`src/rtl/reset_sequencer.sv`:
```
// Reset-domain sequencer: merges software/watchdog requests, stretches reset, and releases
// per-domain active-low resets in order. Watchdog is built only with RESET_SEQ_WDOG_EN.
module reset_sequencer #(
    parameter int unsigned NUM_STAGES     = 3,
    parameter int unsigned STRETCH_CYCLES = 16,
    parameter int unsigned STAGE_GAP      = 8,
    parameter int unsigned WDOG_CYCLES    = 1024
) (
    input  logic                  clk_i,
    input  logic                  rst_i,
    input  logic                  sw_rst_req_i,
    input  logic                  wdog_kick_i,
    output logic [NUM_STAGES-1:0] stage_rst_n_o,
    output logic                  seq_done_o,
    output logic [1:0]            rst_cause_o
);

    localparam int unsigned StretchW = $clog2(STRETCH_CYCLES > 2 ? STRETCH_CYCLES : 2);
    localparam int unsigned GapW     = $clog2(STAGE_GAP > 2 ? STAGE_GAP : 2);
    localparam logic [StretchW-1:0] StretchLast = StretchW'(STRETCH_CYCLES - 1);
    localparam logic [GapW-1:0]     GapLast     = GapW'(STAGE_GAP - 1);

    typedef enum logic [1:0] {StAssert, StRelease, StRun} state_e;

    state_e                state_q, state_d;
    logic [StretchW-1:0]   stretch_q, stretch_d;
    logic [GapW-1:0]       gap_q, gap_d;
    logic [NUM_STAGES-1:0] stage_q, stage_d;
    logic                  done_q, done_d;
    logic [1:0]            cause_q, cause_d;
    logic                  wdog_expire;
    logic                  req;

`ifdef RESET_SEQ_WDOG_EN
    localparam int unsigned WdogW = $clog2(WDOG_CYCLES > 2 ? WDOG_CYCLES : 2);
    localparam logic [WdogW-1:0] WdogLast = WdogW'(WDOG_CYCLES - 1);

    logic [WdogW-1:0] wdog_q, wdog_d;

    // A kick on the terminal edge wins over expiry.
    always_comb begin
        wdog_d      = '0;
        wdog_expire = 1'b0;
        if (state_q == StRun && !wdog_kick_i) begin
            if (wdog_q == WdogLast) begin
                wdog_expire = 1'b1;
            end else begin
                wdog_d = wdog_q + 1'b1;
            end
        end
    end

    always_ff @(posedge clk_i or posedge rst_i) begin
        if (rst_i) begin
            wdog_q <= '0;
        end else begin
            wdog_q <= wdog_d;
        end
    end
`else
    logic unused_kick;
    assign unused_kick = wdog_kick_i;
    assign wdog_expire = 1'b0;
`endif

    assign req = sw_rst_req_i | wdog_expire;

    always_comb begin
        state_d   = state_q;
        stretch_d = stretch_q;
        gap_d     = gap_q;
        stage_d   = stage_q;
        done_d    = done_q;
        cause_d   = cause_q;
        if (req) begin
            state_d   = StAssert;
            stretch_d = '0;
            gap_d     = '0;
            stage_d   = '0;
            done_d    = 1'b0;
            cause_d   = wdog_expire ? 2'b10 : 2'b01;
        end else begin
            unique case (state_q)
                StAssert: begin
                    stage_d = '0;
                    if (stretch_q == StretchLast) begin
                        stretch_d = '0;
                        gap_d     = '0;
                        stage_d   = NUM_STAGES'(1);
                        if (NUM_STAGES == 1) begin
                            state_d = StRun;
                            done_d  = 1'b1;
                        end else begin
                            state_d = StRelease;
                        end
                    end else begin
                        stretch_d = stretch_q + 1'b1;
                    end
                end
                StRelease: begin
                    if (gap_q == GapLast) begin
                        gap_d   = '0;
                        // Shift in a one so stages can only release in order.
                        stage_d = (stage_q << 1) | NUM_STAGES'(1);
                        if (stage_d[NUM_STAGES-1]) begin
                            state_d = StRun;
                            done_d  = 1'b1;
                        end
                    end else begin
                        gap_d = gap_q + 1'b1;
                    end
                end
                StRun: begin
                    stage_d = '1;
                    done_d  = 1'b1;
                end
                default: state_d = StAssert;
            endcase
        end
    end

    always_ff @(posedge clk_i or posedge rst_i) begin
        if (rst_i) begin
            state_q   <= StAssert;
            stretch_q <= '0;
            gap_q     <= '0;
            stage_q   <= '0;
            done_q    <= 1'b0;
            cause_q   <= 2'b00;
        end else begin
            state_q   <= state_d;
            stretch_q <= stretch_d;
            gap_q     <= gap_d;
            stage_q   <= stage_d;
            done_q    <= done_d;
            cause_q   <= cause_d;
        end
    end

    assign stage_rst_n_o = stage_q;
    assign seq_done_o    = done_q;
    assign rst_cause_o   = cause_q;

endmodule

```
`config.mk`:
```
export PLATFORM = sky130hd
export DESIGN_NAME = reset_sequencer
export DESIGN_NICKNAME = d
export VERILOG_FILES = /design/src/rtl/reset_sequencer.sv
export SDC_FILE = /design/constraint.sdc
export NUM_CORES = 1
export LEC_CHECK = 0
export BUFFER_PORTS_ARGS = -buffer_cell sky130_fd_sc_hd__buf_2
export CORE_MARGIN = 2
export CORE_UTILIZATION = 55
export DETAILED_ROUTE_END_ITERATION = 6
export PLACE_DENSITY = 0.76
export SLEW_MARGIN = 15
export SYNTH_ARGS = -nofsm -noshare
export SYNTH_HDL_FRONTEND = slang
export SYNTH_SLANG_ARGS = --single-unit
```
`constraint.sdc`:
```
create_clock -name clk_i -period 1.7 [get_ports clk_i]
set_input_delay 0.51 -clock clk_i [delete_from_list [all_inputs] [get_ports clk_i]]
set_output_delay 0.51 -clock clk_i [all_outputs]
set_load 0.01 [all_outputs]
```
==> impl_results.md <==
* Overall track demand over capacity in global routing at 0.200
* Number of remaining DRC errors at 0
* Hold bufs inserted after CTS at 0
* RSZ-0062 raised after global routing: no
* Final number of setup-violating endpoints at 0
* Finished Layout Cells at around 100
* Run status: complete, no violations
* Initial standard-cell utilization of the core at 0.607
* Buf+Inv Stages, Crit Path at 1
* Classification of the worst-slack hold path: input port to async pin
* Share of the synthesized area in the top cell type at 0.427
* Average wire per cell in the routed design at ~15 µm
* Largest net degree at the start of global routing at 15
* Routed Antenna Nets at 0
* Setup crit end kind: flop
* Total negative setup slack at 0 ns
* Final worst clock skew at about 0.0014 ns
* Fraction of registers with async set/reset at 1.00
* Highest-delay cell along the critical path: sky130_fd_sc_hd__dfrtp_1
* Proportion of power drawn by flip-flops and latches at 0.481
* CTS tree: done
* Number of rows created at floorplan at 13
* Antenna Diode Count at 0
* Fraction of power spent switching nets at 0.299
* Leading area contributor after synthesis: sky130_fd_sc_hd__dfrtp_1
* Fraction of final layout cells with drive strength greater than 1 at 0.239
* Worst Path Class, Setup: flop to flop
* Switching pwr at between 0.0002 and 0.00025 W
* Clock insertion delay at the later pin of the skew report at 0.29 ns
* Synthesized netlist net count at 92
* Highest ir drop seen on vdd at 0.000572 V
* Dominant register cell in the synthesized netlist: sky130_fd_sc_hd__dfrtp_1
* Register area share after synthesis at 0.427
* Area enclosed by the die boundary at about 1800 µm²
* Worst Max-Slew Pin Slew at between 0.5 and 0.6 ns
* Top-count cell post-synth: sky130_fd_sc_hd__dfrtp_1
* Global route overflow at 0
* Delay of the slowest critical-path stage at 0.42 ns
* Synthesized flop and latch total at 14
* Arrival time reported for the critical path endpoint at between 1.5 and 2 ns
* Sort of element at the start of the critical path: flop
* DRT iter0 DRCs at 7
* Yosys cell types at 28
* Die Ht at 42.6 µm
* Vias per cell at around 5.8
* Reported leakage power at between 0.4 and 0.5 nW
* Met3 GRT Util at 0.0388
* Total of max-cap violations at 0
* Cell breakdown of the critical path: inv_1, ha_1, or2_2, a21oi_1, a21o_1
* FMAX at around 0.64 GHz
* TritonCTS Buffers at 3
* Number of buffers inserted by port buffering at 7
* Wire length after detailed routing at 1510 µm
* Post-synthesis instance area at between 800 and 900 µm²
* Largest fanout of any net on the critical path at 4
* Maximum buffer depth of the clock tree at 2
* Leading cell types by total area after synthesis: sky130_fd_sc_hd__dfrtp_1 43%, sky130_fd_sc_hd__ha_1 12%, sky130_fd_sc_hd__a21oi_1 3.7%, sky130_fd_sc_hd__a32o_1 3.7%, sky130_fd_sc_hd__a221oi_2 3.7%
* # IOs at 10
* Clock net sink count at 14
* Placeable Area at around 1400 µm²
* First-pass iteration count of the detailed router at 4
* Fin crit period at approximately 1.6 ns
* Clock network power share at 0.310
* Maximum level of the CTS H-tree at 1
* CTS clk-pin slew, worst paths at ~0.09 ns
* Met2 layer usage reported by global route at 0.351
* Data required time at the worst endpoint at 1.94 ns
* Ys Warns at 0
* Overall via count from detail_route at 597
* Most common library cells after synthesis: 14 x sky130_fd_sc_hd__dfrtp_1, 8 x sky130_fd_sc_hd__ha_1, 7 x sky130_fd_sc_hd__nand2_1, 7 x sky130_fd_sc_hd__nor2_1, 6 x sky130_fd_sc_hd__a21oi_1
* Mean instance size in the synthesized netlist at around 10 µm²
* Count of mapped cells out of synthesis at 80
* Number of global-route vias before repair at 638
* Number of synthesized flops with an enable pin at 0
* Pwr/cell area at about 890 nW/µm²
* Placed instance area at 856 µm²
* Area growth from synthesis to layout at 9.47%
* Global-route wire length before repair at between 2000 and 3000 µm
* Final period utilization at 0.925
* Nets@finish at approximately 100
* Internal portion of total power at 0.000563 W
* Max-Slew Margin vs Limit at 0.640
* Grt peak-use layer: met2
* Proportion of power drawn by combinational gates at 0.209
* Die width at 42.6 µm
* Post-route standard cell area excluding fillers at 897 µm²
* Number of max-slew violations in the final report at 0
* Family of cells with the greatest summed delay on the critical path: flip-flops
* Number of placed instances with taps included at a little under 100
* Final hold violation count at 0
* Initial antenna violation count at 0
* Weighted congestion at the end of routability-driven global placement at between 0.7 and 0.8
* GR met1 Demand/Resource at 0.237
* Clk root buf: sky130_fd_sc_hd__clkbuf_4
==> final timing paths <==
path,start,to,slack [ns],cells after the start
worst min-delay path,rst_i,stage_rst_n_o[1]$_DFFE_PP0P_,0.24,2
worst max-delay path,state_q[0]$_DFFE_PP0P_,stage_rst_n_o[2]$_DFFE_PP0P_,0.13,5
worst max register to register,state_q[0]$_DFFE_PP0P_,stage_rst_n_o[2]$_DFFE_PP0P_,0.13,5
max in group asynchronous,rst_i,state_q[0]$_DFFE_PP0P_,1.10,2
min in group clk_i,rst_cause_o[0]$_DFFE_PP0P_,rst_cause_o[0]$_DFFE_PP0P_,0.47,1
worst min register to register,rst_cause_o[0]$_DFFE_PP0P_,rst_cause_o[0]$_DFFE_PP0P_,0.47,1
==> per-layer routing <==
layer,vias to the layer above,wire (µm)
li1,294,-
met1,291,686
met2,9,753
met3,3,42
met4,0,24
met5,-,0
==> registers in the layout, indices dropped and copies added (netlist names) <==
name	count
seq_done_o	1
stretch_q	4
rst_cause_o	1
stage_rst_n_o	3
gap_q	3
state_q	2
==> area by class of cell <==
cell class                 instances  area (µm²)
sequential                        14         350
clock buffer                       4        36.3
fill                             107         453
inverter                           4        15.0
tap                               15        18.8
timing repair buffer               8        42.5
multi-input combinational         58         434
==> power by group through the flow <==
| stage | clock [W] | combinational, W | sequential, W |
|---|---|---|---|
| 2_1_floorplan | 0 | 0.000130 | 0.000389 |
| 3_3_place_gp | 0 | 0.000161 | 0.000390 |
| 3_5_place_dp | 0 | 0.000165 | 0.000393 |
| 4_1_cts | 0.000254 | 0.000167 | 0.000387 |
| 5_1_grt | 0.000260 | 0.000192 | 0.000392 |
| 6_report | 0.000248 | 0.000168 | 0.000386 |
==> logic make-up after synthesis <==
group                      after synthesis  synth area share
DFF                                     14             0.427
and+or+nand+nor                         26             0.165
adders and majority gates                8             0.122
xor gates and xnor gates                 2            0.0214
AOI/OAI and AO/OA                       19             0.186
buffers and inverters                    8            0.0488
other                                    1           0.00458
muxes                                    2            0.0244
==> worst reg2reg max path, stage by stage, from the launching register on <==
cell                      delay, ns
sky130_fd_sc_hd__dfrtp_1       0.42
sky130_fd_sc_hd__inv_1         0.11
sky130_fd_sc_hd__ha_1          0.34
sky130_fd_sc_hd__or2_2         0.30
sky130_fd_sc_hd__a21oi_1       0.20
sky130_fd_sc_hd__a21o_1        0.14
==> metrics by stage <==
step	util	worst slack, ns	total power, W	hold WS (ns)
floorplan	-	0.269	0.000520	0.399
global placement	0.634	0.145	0.000552	0.447
detailed placement	0.634	0.116	0.000559	0.452
CTS	0.661	0.0822	0.000807	0.265
global route	0.665	0.0337	0.000844	0.302
finish	0.665	0.128	0.000803	0.244
==> layout by cell type, fill, tap and decap left out, drive strengths merged, types with 3 or more instances in the layout <==
cell type and instances:
a21o 3, a21oi 6, a32o 3, buf 8, clkbuf 4, dfrtp 14
ha 8, inv 4, nand2 7, nor2 7, nor2b 4
==> timing repair <==
action	in CTS	in global routing
gates resized for setup	0	2
setup buffers	0	0
endpoints found under the setup margin	0	2
No activity file was read; power rests on OpenSTA's default activity.
